--- src/rtl/iobus_pkg.sv ---
// Shared FSM encoding, status-window offsets and helpers for the MCS IO-bus crossbar.
package iobus_pkg;

  typedef enum logic [1:0] {
    ST_IDLE = 2'd0,
    ST_BUSY = 2'd1,
    ST_STAT = 2'd2,
    ST_ERR  = 2'd3
  } state_t;

  localparam logic [2:0]  STAT_OFF_CTRL = 3'd0;
  localparam logic [2:0]  STAT_OFF_ADDR = 3'd4;
  localparam logic [31:0] DEF_ERR_DATA  = 32'hDEADBEEF;

  function automatic int clog2(input int value);
    int r;
    r = 0;
    for (int i = 0; i < 31; i++) begin
      if ((1 << i) < value) r = i + 1;
    end
    return r;
  endfunction

endpackage

--- src/rtl/iobus_addr_dec.sv ---
// Combinational window decode: lowest-index slave hit wins, status window reported separately.
module iobus_addr_dec
  import iobus_pkg::*;
#(
  parameter int                         NUM_SLAVES  = 4,
  parameter int                         SEL_W       = 2,
  parameter logic [NUM_SLAVES*32-1:0]   P_ADDR_LOW  = {NUM_SLAVES{32'hFFFFFFFF}},
  parameter logic [NUM_SLAVES*32-1:0]   P_ADDR_HI   = {NUM_SLAVES{32'h00000000}},
  parameter logic [31:0]                P_STAT_ADDR = 32'hC000F000
) (
  input  logic [31:0]           i_addr,
  output logic [NUM_SLAVES-1:0] o_hit,
  output logic [SEL_W-1:0]      o_sel,
  output logic                  o_any_hit,
  output logic                  o_stat_hit
);

  // 33-bit top so a status window at the very top of memory does not wrap.
  localparam logic [32:0] STAT_TOP = {1'b0, P_STAT_ADDR} + 33'd7;

  logic [NUM_SLAVES-1:0] w_raw;

  always_comb begin
    w_raw = '0;
    for (int k = 0; k < NUM_SLAVES; k++) begin
      w_raw[k] = (i_addr >= P_ADDR_LOW[32*k +: 32]) && (i_addr <= P_ADDR_HI[32*k +: 32]);
    end
  end

  always_comb begin
    o_sel     = '0;
    o_any_hit = 1'b0;
    for (int k = NUM_SLAVES - 1; k >= 0; k--) begin
      if (w_raw[k]) begin
        o_sel     = SEL_W'(k);
        o_any_hit = 1'b1;
      end
    end
  end

  assign o_hit      = w_raw & (~w_raw + NUM_SLAVES'(1));
  assign o_stat_hit = (i_addr >= P_STAT_ADDR) && ({1'b0, i_addr} <= STAT_TOP);

endmodule

--- src/rtl/iobus_xbar.sv ---
// MCS IO-bus crossbar: 1 master to NUM_SLAVES windows, registered completion, timeout watchdog,
// built-in status window. Strobes forwarded with zero latency; M_Ready always returns.
module iobus_xbar
  import iobus_pkg::*;
#(
  parameter int                       NUM_SLAVES     = 4,
  parameter logic [NUM_SLAVES*32-1:0] P_ADDR_LOW     = {NUM_SLAVES{32'hFFFFFFFF}},
  parameter logic [NUM_SLAVES*32-1:0] P_ADDR_HI      = {NUM_SLAVES{32'h00000000}},
  parameter logic [31:0]              P_STAT_ADDR    = 32'hC000F000,
  parameter int                       TIMEOUT_CYCLES = 255,
  parameter logic [31:0]              P_ERR_DATA     = DEF_ERR_DATA
) (
  input  logic                       i_clk,
  input  logic                       i_reset,
  input  logic                       i_m_addr_strobe,
  input  logic                       i_m_read_strobe,
  input  logic                       i_m_write_strobe,
  input  logic [31:0]                i_m_address,
  input  logic [3:0]                 i_m_byte_enable,
  input  logic [31:0]                i_m_write_data,
  output logic [31:0]                o_m_read_data,
  output logic                       o_m_ready,
  output logic [NUM_SLAVES-1:0]      o_s_addr_strobe,
  output logic [NUM_SLAVES-1:0]      o_s_read_strobe,
  output logic [NUM_SLAVES-1:0]      o_s_write_strobe,
  output logic [31:0]                o_s_address,
  output logic [3:0]                 o_s_byte_enable,
  output logic [31:0]                o_s_write_data,
  input  logic [NUM_SLAVES*32-1:0]   i_s_read_data,
  input  logic [NUM_SLAVES-1:0]      i_s_ready,
  output logic                       o_bus_err_irq
);

  localparam int               SEL_W    = (NUM_SLAVES > 1) ? clog2(NUM_SLAVES) : 1;
  localparam int               TMO_W    = clog2(TIMEOUT_CYCLES + 1);
  localparam logic [TMO_W-1:0] TMO_LAST = TMO_W'(TIMEOUT_CYCLES - 1);

  state_t             r_state, w_state_nxt;
  logic [SEL_W-1:0]   r_sel;
  logic [TMO_W-1:0]   r_tmo_cnt;
  logic [15:0]        r_err_cnt;
  logic [31:0]        r_last_err_addr, r_rd_data;
  logic               r_overrun, r_ready, r_is_write, r_be_any;

  logic [NUM_SLAVES-1:0] w_hit, w_slv_mask;
  logic [SEL_W-1:0]      w_sel;
  logic                  w_any_hit, w_stat_hit, w_fwd, w_err_ev, w_clr, w_cpl;
  logic [31:0]           w_cpl_data, w_stat_rdata;
  logic [2:0]            w_stat_off;

  iobus_addr_dec #(
    .NUM_SLAVES (NUM_SLAVES),
    .SEL_W      (SEL_W),
    .P_ADDR_LOW (P_ADDR_LOW),
    .P_ADDR_HI  (P_ADDR_HI),
    .P_STAT_ADDR(P_STAT_ADDR)
  ) u_dec (
    .i_addr    (i_m_address),
    .o_hit     (w_hit),
    .o_sel     (w_sel),
    .o_any_hit (w_any_hit),
    .o_stat_hit(w_stat_hit)
  );

  assign w_fwd      = i_m_addr_strobe & (r_state == ST_IDLE) & ~i_reset;
  assign w_slv_mask = (w_fwd & ~w_stat_hit) ? w_hit : '0;

  assign o_s_addr_strobe  = w_slv_mask;
  assign o_s_read_strobe  = {NUM_SLAVES{i_m_read_strobe}} & w_slv_mask;
  assign o_s_write_strobe = {NUM_SLAVES{i_m_write_strobe}} & w_slv_mask;
  assign o_s_address      = i_m_address;
  assign o_s_byte_enable  = i_m_byte_enable;
  assign o_s_write_data   = i_m_write_data;

  assign o_m_read_data = r_rd_data;
  assign o_m_ready     = r_ready;
  assign o_bus_err_irq = (r_err_cnt != 16'd0);

  // Address is held by the master until M_Ready, so the offset is taken live.
  assign w_stat_off = i_m_address[2:0] - P_STAT_ADDR[2:0];
  assign w_clr      = (r_state == ST_STAT) & r_is_write & r_be_any & (w_stat_off == STAT_OFF_CTRL);

  always_comb begin
    w_stat_rdata = '0;
    if (!r_is_write) begin
      if (w_stat_off == STAT_OFF_CTRL)      w_stat_rdata = {r_err_cnt, 15'b0, r_overrun};
      else if (w_stat_off == STAT_OFF_ADDR) w_stat_rdata = r_last_err_addr;
    end
  end

  always_comb begin
    w_state_nxt = r_state;
    w_err_ev    = 1'b0;
    w_cpl       = 1'b0;
    w_cpl_data  = '0;
    unique case (r_state)
      ST_IDLE: begin
        if (i_m_addr_strobe) begin
          if (w_stat_hit)     w_state_nxt = ST_STAT;
          else if (w_any_hit) w_state_nxt = ST_BUSY;
          else begin
            w_state_nxt = ST_ERR;
            w_err_ev    = 1'b1;
          end
        end
      end
      ST_BUSY: begin
        // Ready beats a coincident timeout.
        if (i_s_ready[r_sel]) begin
          w_state_nxt = ST_IDLE;
          w_cpl       = 1'b1;
          w_cpl_data  = i_s_read_data[32*r_sel +: 32];
        end else if (r_tmo_cnt == TMO_LAST) begin
          w_state_nxt = ST_ERR;
          w_err_ev    = 1'b1;
        end
      end
      ST_STAT: begin
        w_state_nxt = ST_IDLE;
        w_cpl       = 1'b1;
        w_cpl_data  = w_stat_rdata;
      end
      ST_ERR: begin
        w_state_nxt = ST_IDLE;
        w_cpl       = 1'b1;
        w_cpl_data  = P_ERR_DATA;
      end
      default: w_state_nxt = ST_IDLE;
    endcase
  end

  always_ff @(posedge i_clk or posedge i_reset) begin
    if (i_reset) r_state <= ST_IDLE;
    else         r_state <= w_state_nxt;
  end

  always_ff @(posedge i_clk or posedge i_reset) begin
    if (i_reset) begin
      r_sel           <= '0;
      r_tmo_cnt       <= '0;
      r_err_cnt       <= '0;
      r_last_err_addr <= '0;
      r_rd_data       <= '0;
      r_overrun       <= 1'b0;
      r_ready         <= 1'b0;
      r_is_write      <= 1'b0;
      r_be_any        <= 1'b0;
    end else begin
      r_ready <= w_cpl;
      if (w_cpl) r_rd_data <= w_cpl_data;
      if (r_state == ST_IDLE && i_m_addr_strobe) begin
        r_sel      <= w_sel;
        r_is_write <= i_m_write_strobe;
        r_be_any   <= |i_m_byte_enable;
      end
      if (r_state == ST_BUSY) r_tmo_cnt <= r_tmo_cnt + TMO_W'(1);
      else                    r_tmo_cnt <= '0;
      // An error in the same cycle as a clear leaves exactly one error counted.
      if (w_err_ev) begin
        r_last_err_addr <= i_m_address;
        if (w_clr)                     r_err_cnt <= 16'd1;
        else if (r_err_cnt != 16'hFFFF) r_err_cnt <= r_err_cnt + 16'd1;
      end else if (w_clr) begin
        r_err_cnt <= '0;
      end
      if (i_m_addr_strobe && r_state != ST_IDLE) r_overrun <= 1'b1;
      else if (w_clr)                            r_overrun <= 1'b0;
    end
  end

endmodule
--- config.mk ---
export PLATFORM = sky130hd
export DESIGN_NAME = iobus_xbar
export DESIGN_NICKNAME = d
export VERILOG_FILES = /design/src/rtl/iobus_pkg.sv /design/src/rtl/iobus_addr_dec.sv /design/src/rtl/iobus_xbar.sv
export SDC_FILE = /design/constraint.sdc
export NUM_CORES = 1
export LEC_CHECK = 0
export BUFFER_PORTS_ARGS = -buffer_cell sky130_fd_sc_hd__buf_2
export CAP_MARGIN = 40
export CORE_AREA = 2 2 124 126
export DETAILED_ROUTE_END_ITERATION = 6
export DIE_AREA = 0 0 126 128
export PLACE_DENSITY = 0.67
export SETUP_SLACK_MARGIN = 0.15
export SYNTH_ARGS = -nofsm -noshare
export SYNTH_HDL_FRONTEND = slang
export SYNTH_SLANG_ARGS = --single-unit
--- constraint.sdc ---
create_clock -name i_clk -period 5.1 [get_ports i_clk]
set_input_delay 0.765 -clock i_clk [delete_from_list [all_inputs] [get_ports i_clk]]
set_output_delay 0.765 -clock i_clk [all_outputs]
set_load 0.02 [all_outputs]
Word-level counts from Yosys, hierarchy flattened
Index checks and enable logic that the tools add are counted.
{ "totals": {"regBits": 94, "latchBits": 0, "ramBits": 0, "mem_bits_ro": 0, "input_bits": 205, "word_cells": 79, "mem_count": 0} }
{ "op_classes": {"add_sub_neg": 3, "multipliers": 0, "div": 0, "magnitude_cmp": 4, "n_eq_ne": 8, "shift": 0, "n_mux": 28, "n_bitwise": 12, "reduce_logical": 15} }
{ "op_table": {"columns": ["op", "count"], "rows": [
  ["2-to-1 mux 32 bit", 4],
  ["one-hot mux 32 bit (3 select lines)", 1],
  ["greater-or-equal comparator 32 bit, second input constant", 2],
  ["2-to-1 mux 16 bit", 4],
  ["<= comparator 32 x 1 -> 1 bit, second input constant", 1],
  ["<= comparator 32 bit, second input constant", 1],
  ["adder 16 x 1 -> 16 bit, second input constant", 1],
  ["!= test 16 bit, second input constant", 1],
  ["nonzero test 16 bit", 1],
  ["bitwise AND 4 bit", 3],
  ["2-to-1 mux 2 bit", 5],
  ["2-to-1 mux 1 bit", 9],
  ["adder 8 x 1 -> 8 bit, second input constant", 1],
  ["== test 8 bit, second input constant", 1],
  ["2-to-1 mux 8 bit", 1],
  ["nonzero test 2 bit", 4],
  ["bitwise AND 1 bit", 6],
  ["one-hot mux 2 bit (3 select lines)", 1],
  ["adder 4 x 1 -> 4 bit, second input constant", 1],
  ["== test 2 bit, second input constant", 2],
  ["logical AND 1 bit", 4],
  ["2-to-1 mux 4 bit", 1],
  ["NOT 4 bit", 1],
  ["one-hot mux 1 bit (2 select lines)", 2],
  ["10 further kinds", 12]
]} }

Longest topological paths before layout
Gate-level depths: netlist of run 1.
{ "logic_depth": {"word_depth": 9, "depth_mapped": 10, "mapped_depth_nobuf": 8} }

Cells and area by module
From an unflattened synthesis of run 1, not the netlist that was laid out.
{ "unflattened": {"hier_cells": 597, "hier_area_um2": 6109.6} }
{ "modules_own_cells": {"columns": ["mod", "instances", "cells_each", "area_each_um2", "seq_area_each_um2"], "rows": [
  ["iobus_xbar", 1, 577, 5970.7, 2402.3],
  ["iobus_addr_dec", 1, 20, 138.9, 0.0]
]} }

Least setup slack after synthesis of run 1
OpenSTA, ideal clock, no wires.
{ "synth_timing": {"kind": "input to register", "startpoint": "in i_s_ready[0]", "endpoint": "reg r_err_cnt[15]", "arrival_time_ns": 2.146, "required_ns": 5.023, "setup_slack_ns": 2.877, "stages": 7, "path_buffers": 2, "cell_sequence": "clkbuf_1 -> nor3_4 -> nand3_1 -> o2bb2ai_1 -> buf_6 -> or4_1 -> a21oi_1"} }
{ "synth_via": {"elab_chain_cells": 4, "word_cells_on_any_way": 5, "cone_classes": "3 x mux; 2 x reduce/logical"} }
{ "synth_rtl": {"columns": ["element", "line", "rtl"], "rows": [
  ["from (decl)", "iobus_xbar.sv:30", "input logic [NUM_SLAVES-1:0] i_s_ready,"],
  ["2-to-1 mux 1 bit *", "iobus_xbar.sv:109", "if (i_s_ready[r_sel]) begin"],
  ["one-hot mux 1 bit (2 select lines) *", "iobus_xbar.sv:96", "unique case (r_state)"],
  ["nonzero test 2 bit (no source line)", null, null],
  ["AND reduction 2 bit (no source line)", null, null],
  ["to (signal assigned)", "iobus_xbar.sv:162", "else if (r_err_cnt != 16'hFFFF) r_err_cnt <= r_err_cnt + 16'd1;"],
  ["to (decl)", "iobus_xbar.sv:41", "logic [15:0] r_err_cnt;"]
]} }
Mark *: on every way between the ends. The rest lies on a longest branch, timed or not.
A chain may end at the register's enable or synchronous reset.

Worst setup path in the final report of run 1
{ "layout_timing": {"startpoint": "reg r_state[1]", "endpoint": "reg r_rd_data[24], in the netlist o_m_read_data[24]"} }
{ "layout_via": {"elab_chain_cells": 3, "word_cells_on_any_way": 6, "cone_classes": "3 x eq/ne; 2 x mux; 1 x reduce/logical"} }
{ "layout_rtl": {"columns": ["element", "line", "rtl"], "rows": [
  ["from (decl)", "iobus_xbar.sv:38", "state_t r_state, w_state_nxt;"],
  ["from (signal assigned)", "iobus_xbar.sv:134", "else r_state <= w_state_nxt;"],
  ["== test 2 bit", "iobus_xbar.sv:96", null],
  ["OR reduction 2 bit (no source line)", null, null],
  ["one-hot mux 1 bit (2 select lines)", "iobus_xbar.sv:96", null],
  ["to (signal assigned)", "iobus_xbar.sv:150", "if (w_cpl) r_rd_data <= w_cpl_data;"],
  ["to (decl)", "iobus_xbar.sv:42", "logic [31:0] r_last_err_addr, r_rd_data;"]
]} }
Parallel ways exist; a longest one is shown, timed or not.

==> impl_results.rst, run 1 <==
.. list-table::
   :header-rows: 1

   * - Metric
     - Value
   * - Worst slew margin
     - a little over half
   * - # DRC
     - 0
   * - Overall via count from detail_route
     - around 4,000
   * - Clock Root Buffer
     - sky130_fd_sc_hd__clkbuf_16
   * - Maximum fanout along the worst path
     - 41
   * - Share of post-route cells with drive strength above 1
     - 35.62%
   * - Final setup violating endpoints
     - 0
   * - Min Tclk post-route
     - 2.976 ns
   * - Number of antenna violations at the first check in global routing
     - 0
   * - Buffers & Inverters on Critical Path
     - 2
   * - Count of H-tree levels built during CTS
     - 3
   * - Mean Syn Cell Area
     - 9.958 um2
   * - Overall overflow remaining after global route
     - 0
   * - Top cell type by total area after synthesis
     - sky130_fd_sc_hd__dfrtp_1
   * - Share of the core filled with cells
     - approximately two fifths
   * - Ranking of synthesized cells by instance count
     - 94 x sky130_fd_sc_hd__dfrtp_1, 80 x sky130_fd_sc_hd__buf_4, 56 x sky130_fd_sc_hd__nor2_1
   * - Latest clock arrival within the worst-skew pair
     - 0.35 ns
   * - Gr usage total
     - 17.56%
   * - Post-DR wirelength/cell
     - approximately 18 um
   * - Post-DP HPWL
     - 10,560 um
   * - Die boundary width
     - 126 um
   * - Outcome
     - finished, final reports clean
   * - Yosys cell types
     - just under 50
   * - Total Routed Length
     - 14,230 um
   * - Yosys top cell area share
     - 45.95%
   * - Slowest stage cell on the critical path
     - sky130_fd_sc_hd__or4_1
   * - Leak pwr
     - 2.649 nW
   * - Most common cell in the synthesized netlist
     - sky130_fd_sc_hd__dfrtp_1
   * - Cells after Synth
     - 514
   * - Count of port buffers added during placement
     - ~140
   * - Yosys synthesis warning count
     - 0
   * - Initial core utilization
     - between 30% and 40%
   * - Io pins
     - 319
   * - Number of buffers added by the clock tree synthesis step
     - 9
   * - Maximum number of pins on one net before global-route repair
     - 51
   * - Number of storage elements in the synthesis netlist
     - 94
   * - DIE HEIGHT
     - 128 um
   * - Clock input transition at the sequential cells of the worst setup and hold paths
     - 0.07 ns
   * - CP peak stage delay
     - 0.85 ns
   * - Buffer levels on the longest clock path
     - 2
   * - Number of synthesized flops with an enable pin
     - 0
   * - Number of hold-slack violations in the final timing report
     - 0
   * - Sink count of the clock tree
     - 94
   * - Endpoint arrival time on the critical path
     - 3.25 ns
   * - Remaining antenna violation count after routing
     - 0
   * - FP Rows
     - 45
   * - Slew at the pin with the worst max-slew slack
     - 0.7029 ns
   * - Critical-path cell list
     - inv_2 > buf_4 > or4_1 > nor3_2 > a221oi_1 > nor2_1
   * - CP top delay family
     - simple AND/OR/NAND/NOR gates
   * - Worst IR Drop VDD
     - 183.8 uV
   * - Number of pins exceeding their max-slew limit in the final report
     - 0
   * - Overall Power
     - about 0.0029 W
   * - Endpoint kind of the worst setup timing path
     - flip-flop
   * - Ratio of routed vias to standard cells
     - 5.323
   * - CTS Hold Bufs
     - 0
   * - Main synth FF type
     - sky130_fd_sc_hd__dfrtp_1
   * - Number of instances resized during post-cts repair
     - 0
   * - Fraction of registers with async set or reset after synthesis
     - 100.0%
   * - Synth top area cells
     - sky130_fd_sc_hd__dfrtp_1 46%, sky130_fd_sc_hd__buf_4 12%, sky130_fd_sc_hd__mux2_2 7.3%
   * - CP required
     - between 5 and 6 ns
   * - Weighted congestion reported at the end of routability-driven placement
     - 0.8425
   * - Net count of the finished layout
     - between 700 and 800
   * - Max-cap violation count
     - 0
   * - Type of the most critical hold path
     - input port to async pin
   * - Clock skew after layout
     - 0.01021 ns
   * - Combined area of all synthesized cells
     - around 5100 um2
   * - Global-route wire length before repair
     - 22,180 um
   * - Start-to-end type of the worst setup path
     - flip-flop to flip-flop
   * - Fillcell total
     - 1,465
   * - Post-synthesis to final-layout area growth
     - 12.81%
   * - Number of global-route vias before repair
     - 4,084
   * - Initial detailed-routing violation count
     - between 200 and 250
   * - Sequential share of the synthesized area
     - 45.95%
   * - Drt pass-1 iters
     - 5
   * - CP Launch Type
     - flip-flop
   * - Aggregate negative setup slack
     - 0 ns
   * - Core region area
     - 14,860 um2
   * - TritonCTS clock tree
     - built
   * - Die Footprint
     - 16,130 um2
   * - Ratio of final minimum period to clock period
     - 58.36%
   * - Setup repair after global routing missed its margin
     - no
   * - Max Fclk
     - 336.0 MHz
   * - Pwr dens
     - 506.7 nW/um2
   * - Number of setup buffers added after CTS
     - 0
-- per-stage QoR --
stage / area, um2 / worst slack, ns / std cells / hold slack (ns)
finish: 5774 / 2.124 / 773 / 0.4723
global route: 5772 / 1.864 / 772 / 0.5199
CTS: 5772 / 2.081 / 772 / 0.4838
detailed placement: 5441 / 2.100 / 756 / 0.4825
global placement: 5434 / 1.978 / 755 / 0.4639
floorplan: 5160 / 1.886 / 525 / 0.4453
-- flip-flops by register name (all words and copies together), names as in the netlist --
| register | flops |
|---|---|
| r_is_write | 1 |
| r_overrun | 1 |
| r_last_err_addr | 32 |
| o_m_read_data | 32 |
| r_tmo_cnt | 8 |
| o_m_ready | 1 |
| r_state | 2 |
| r_be_any | 1 |
| r_err_cnt | 16 |
-- report_power, final --
group / switching, W / leakage [nW] / total (W) / internal (W)
clock network: 0.000301 / 0.159 / 0.000739 / 0.000437
logic: 0.000579 / 1.33 / 0.000972 / 0.000394
registers: 0.000206 / 1.16 / 0.00121 / 0.00101
-- worst reg2reg max path, cell delays in order (launching register included) --
cell and delay [ns]:
sky130_fd_sc_hd__dfrtp_1 0.74, sky130_fd_sc_hd__inv_2 0.05, sky130_fd_sc_hd__buf_4 0.27, sky130_fd_sc_hd__or4_1 0.88
sky130_fd_sc_hd__nor3_2 0.64, sky130_fd_sc_hd__a221oi_1 0.20, sky130_fd_sc_hd__nor2_1 0.13
-- worst paths after layout --
check | start | to | slack, ns | cells after the start
hold / removal | i_reset | o_m_read_data[5]$_DFFE_PP0P_ | 0.47 | 2
max in group asynchronous | i_reset | r_last_err_addr[20]$_DFFE_PP0P_ | 3.55 | 3
setup / recovery | r_state[1]$_DFFE_PP0P_ | o_m_read_data[24]$_DFFE_PP0P_ | 2.12 | 6
setup reg to reg | r_state[1]$_DFFE_PP0P_ | o_m_read_data[24]$_DFFE_PP0P_ | 2.12 | 6
hold reg to reg | o_m_read_data[4]$_DFFE_PP0P_ | o_m_read_data[4]$_DFFE_PP0P_ | 0.49 | 2
min in group i_clk | o_m_read_data[4]$_DFFE_PP0P_ | o_m_read_data[4]$_DFFE_PP0P_ | 0.49 | 2
-- final cells by class --
type | instances | area (um2) | area share (%)
Sequential cell | 94 | 2352 | 40.74
Multi-Input combinational cell | 317 | 2058 | 35.64
Timing Repair Buffer | 149 | 763.2 | 13.22
Tap cell | 188 | 235.2 | 4.074
Clock buffer | 9 | 225.2 | 3.900
Clock inverter | 7 | 105.1 | 1.820
Inverter | 8 | 32.53 | 0.5634
Antenna cell | 1 | 2.502 | 0.04334
-- logic make-up (layout without fill, tap and decap cells) --
family | Yosys count | in the layout | synth area share (%)
adder cells (fa/ha/maj) | 4 | 4 | 0.9778
buffers and inverters | 114 | 173 | 14.64
other | 1 | 13 | 0.07326
multiplexers | 47 | 47 | 10.02
AO/OA/AOI/OAI | 106 | 106 | 13.76
XOR/XNOR | 7 | 7 | 1.198
flip-flops | 94 | 94 | 45.95
AND/OR/NAND/NOR | 141 | 141 | 13.37
-- routing by layer --
| layer | part of all wire (%) | global-route usage (%) | up-vias |
|---|---|---|---|
| li1 | - | - | 1891 |
| met1 | 40 | 21.59 | 1979 |
| met2 | 46 | 27.74 | 205 |
| met3 | 10 | 6.845 | 40 |
| met4 | 3.0 | 7.240 | 0 |
| met5 | 0 | 0 | - |
-- cells in the final DEF (no fill, tap or decap), drive strengths merged, types with 2 or more instances in the layout --
master and count:
a221oi 17, nand2b 2, nor4 7, and2 2, xor2 6, o21ai 16, and3 4, conb 12
o32ai 5, and4 2, a31o 3, buf 149, o31ai 5, inv 11, clkbuf 9, dfrtp 94
nand4 5, ha 4, nand2 31, mux2i 13, a22oi 6, a21oi 30, bufinv 2, nor2 56
or3 4, nor3 8, a211oi 5, or4 5, o22ai 12, mux2 34, nand3 12
No activity file was read; power rests on OpenSTA's default activity.
==> inputs of run 2 (changes only) <==
--- a/config.mk
+++ b/config.mk
@@ -5,12 +5,13 @@
 export SDC_FILE = /design/constraint.sdc
 export NUM_CORES = 1
 export LEC_CHECK = 0
+export ABC_AREA = 1
 export BUFFER_PORTS_ARGS = -buffer_cell sky130_fd_sc_hd__buf_2
 export CAP_MARGIN = 40
-export CORE_AREA = 2 2 124 126
+export CORE_AREA = 2 2 123 125
 export DETAILED_ROUTE_END_ITERATION = 6
-export DIE_AREA = 0 0 126 128
-export PLACE_DENSITY = 0.67
+export DIE_AREA = 0 0 125 127
+export PLACE_DENSITY = 0.7
 export SETUP_SLACK_MARGIN = 0.15
 export SYNTH_ARGS = -nofsm -noshare
 export SYNTH_HDL_FRONTEND = slang
==> constraint.sdc (replaced) <==
create_clock -name i_clk -period 2.75 [get_ports i_clk]
set_input_delay 0.4125 -clock i_clk [delete_from_list [all_inputs] [get_ports i_clk]]
set_output_delay 0.4125 -clock i_clk [all_outputs]
set_load 0.02 [all_outputs]
==> impl_results.rst, run 2 <==
.. list-table::
   :header-rows: 1

   * - Metric
     - Value
   * - Worst IR Drop VDD
     - 315.4 uV
   * - Core region area
     - 14,420 um2
   * - Post-DR wirelength/cell
     - 15.12 um
   * - Post-Route Hold Slack
     - 0.2706 ns
   * - Share of the core filled with cells
     - 42.26%
   * - Switching share of total power
     - 38.93%
   * - Count of H-tree levels built during CTS
     - 3
   * - Count of antenna diodes in the layout
     - 0
   * - Die Footprint
     - 15,880 um2
   * - Aggregate negative setup slack
     - 0 ns
   * - Number of buffers added by the clock tree synthesis step
     - 9
   * - Worst slew margin
     - 51.31%
   * - Commonest non-fill, non-tap cells in the layout
     - 155 x sky130_fd_sc_hd__nand2_1, 142 x sky130_fd_sc_hd__buf_2, 94 x sky130_fd_sc_hd__dfrtp_1, 71 x sky130_fd_sc_hd__inv_1
   * - Share of post-route cells with drive strength above 1
     - 24.90%
   * - Maximum fanout along the worst path
     - 5
   * - TritonCTS clock tree
     - built
   * - FP Rows
     - 44
   * - Cells after Synth
     - 703
   * - Number of antenna violations at the first check in global routing
     - 0
   * - Overall Power
     - 0.005215 W
   * - Yosys cell types
     - 34
   * - Post-synthesis to final-layout area growth
     - 12.67%
   * - Die boundary width
     - 125 um
   * - Initial core utilization
     - 37.51%
   * - Int Pwr
     - 0.003184 W
   * - Latest clock arrival within the worst-skew pair
     - 0.34 ns
   * - Max Fclk
     - 491.3 MHz
   * - Remaining antenna violation count after routing
     - 0
   * - Main synth FF type
     - sky130_fd_sc_hd__dfrtp_1
   * - Weighted congestion reported at the end of routability-driven placement
     - 0.9284
   * - Yosys synthesis warning count
     - 0
   * - Ratio of routed vias to standard cells
     - 4.876
   * - Ranking of synthesized cells by instance count
     - 155 x sky130_fd_sc_hd__nand2_1, 94 x sky130_fd_sc_hd__dfrtp_1, 81 x sky130_fd_sc_hd__buf_4
   * - Endpoint arrival time on the critical path
     - 1.62 ns
   * - Number of hold-slack violations in the final timing report
     - 0
   * - Start-to-end type of the worst setup path
     - flip-flop to output pin
   * - Synth top area cells
     - sky130_fd_sc_hd__dfrtp_1 43%, sky130_fd_sc_hd__buf_4 11%, sky130_fd_sc_hd__nand2_1 11%
   * - Fillcell total
     - 1,470
   * - Yosys top cell area share
     - 43.48%
   * - Ratio of final minimum period to clock period
     - 74.01%
   * - Final cell count without fillers
     - 963
   * - Clock Root Buffer
     - sky130_fd_sc_hd__clkbuf_16
   * - DIE HEIGHT
     - 127 um
   * - Setup repair after global routing missed its margin
     - no
   * - Combined area of all synthesized cells
     - 5410 um2
   * - CP required
     - 2.34 ns
   * - Io pins
     - 319
   * - Number of global-route vias before repair
     - approximately 4,500
   * - Global-route wire length before repair
     - 22,710 um
   * - Most common cell in the synthesized netlist
     - sky130_fd_sc_hd__nand2_1
   * - Total Routed Length
     - 14,560 um
   * - Initial detailed-routing violation count
     - 370
   * - Fraction of registers with async set or reset after synthesis
     - 100.0%
   * - Outcome
     - finished, final reports clean
   * - Drt pass-1 iters
     - 5
   * - Min Tclk post-route
     - ~2.0 ns
   * - Sequential cell area in the final layout
     - 2352 um2
   * - Number of pins exceeding their max-slew limit in the final report
     - 0
   * - CP Launch Type
     - flip-flop
   * - Pwr dens
     - 855.4 nW/um2
   * - Part of the power in combinational logic
     - 34.8%
   * - Commonest non-fill, non-tap cell in the layout
     - sky130_fd_sc_hd__nand2_1
   * - Reg2Reg Depth
     - 8
   * - Sequential Power Share
     - between 40% and 50%
   * - Post-DP HPWL
     - 10,910 um
   * - Sequential share of the synthesized area
     - 43.48%
   * - Type of the most critical hold path
     - input port to flip-flop
   * - Max-cap violation count
     - 0
   * - Leak pwr
     - 3.114 nW
   * - # DRC
     - 0
   * - Buffer levels on the longest clock path
     - 2
   * - Number of storage elements in the synthesis netlist
     - 94
   * - Count of port buffers added during placement
     - between 100 and 150
   * - Overall overflow remaining after global route
     - 0
   * - Top cell type by total area after synthesis
     - sky130_fd_sc_hd__dfrtp_1
   * - Slew at the pin with the worst max-slew slack
     - 0.7304 ns
   * - Final setup violating endpoints
     - 0
   * - Clock skew after layout
     - about 0.0093 ns
   * - Number of synthesized flops with an enable pin
     - 0
   * - Worst hold stages
     - 3
   * - Sink count of the clock tree
     - 94
   * - Endpoint kind of the worst setup timing path
     - output pin
   * - Gr usage total
     - 17.99%
   * - Share of total power in the clock network
     - 24.8%
   * - Overall via count from detail_route
     - 4,696
   * - Clock input transition at the sequential cells of the worst setup and hold paths
     - 0.07 ns
   * - Net count of the finished layout
     - 983
   * - Maximum number of pins on one net before global-route repair
     - 57
   * - Multi-input gate area in the final layout
     - 2063 um2
   * - Switching Power
     - 0.002030 W
   * - Placed cell count
     - 946
   * - Mean Syn Cell Area
     - 7.696 um2
-- run 2: logic make-up after synthesis --
family / synth area share [%]
AND/OR/NAND/NOR: 24.56
XOR/XNOR: 1.295
buffers and inverters: 19.15
adder cells (fa/ha/maj): 0.9251
AO/OA/AOI/OAI: 10.52
other: 0.06931
flip-flops: 43.48
-- run 2: timing repair --
| item | CTS | global route |
|---|---|---|
| buffers inserted | 0 | 0 |
| hold buffers | 1 | 0 |
| hold endpoints to repair | 1 | 0 |
| resized for setup | 0 | 0 |
-- run 2: power by group through the flow --
| stage | registers, W | clock network (W) | logic [W] |
|---|---|---|---|
| 3_5_place_dp | 0.00213 | 0 | 0.00182 |
| 2_1_floorplan | 0.00235 | 0 | 0.00108 |
| 5_1_grt | 0.00216 | 0.00138 | 0.00201 |
| 6_report | 0.00211 | 0.00129 | 0.00181 |
| 3_3_place_gp | 0.00211 | 0 | 0.00179 |
| 4_1_cts | 0.00211 | 0.00131 | 0.00183 |
-- run 2: cell type report --
type	instances	area share, %
Clock inverter	6	1.129
Clock buffer	10	3.920
Tap cell	184	3.777
Timing Repair Buffer	156	13.63
Sequential cell	94	38.59
Multi-Input combinational cell	431	33.85
Inverter	82	5.111
-- run 2: final timing paths --
path,start,to,slack [ns]
worst min-delay path,i_m_write_strobe,r_is_write$_DFFE_PP0P_,0.27
max in group asynchronous,i_reset,r_last_err_addr[15]$_DFFE_PP0P_,1.37
worst max-delay path,r_err_cnt[0]$_DFFE_PP0P_,o_bus_err_irq,0.71
min in group asynchronous,i_reset,r_last_err_addr[29]$_DFFE_PP0P_,0.49
worst max register to register,r_state[1]$_DFFE_PP0P_,r_last_err_addr[1]$_DFFE_PP0P_,0.75
worst min register to register,r_overrun$_DFFE_PP0P_,r_overrun$_DFFE_PP0P_,0.48
-- run 2: metal layers --
layer	share of wire, %	track usage [%]
met4	1.4	5.098
met2	48	30.91
met1	40	21.40
met3	11	6.449
met5	0	0
-- run 2: critical path, stage by stage (launching register included) --
cell                      delay (ns)
sky130_fd_sc_hd__dfrtp_1        0.42
sky130_fd_sc_hd__inv_1          0.14
sky130_fd_sc_hd__ha_1           0.17
sky130_fd_sc_hd__nand4_1        0.09
sky130_fd_sc_hd__nor2_1         0.14
sky130_fd_sc_hd__nand3_1        0.13
sky130_fd_sc_hd__buf_2          0.19
-- run 2: through the flow --
| stage | instance area, um2 | setup slack, ns |
|---|---|---|
| CTS | 6096 | 0.6885 |
| global route | 6096 | 0.5687 |
| global placement | 5771 | 0.6988 |
| detailed placement | 5778 | 0.7649 |
| finish | 6096 | 0.7146 |
| floorplan | 5455 | 1.146 |
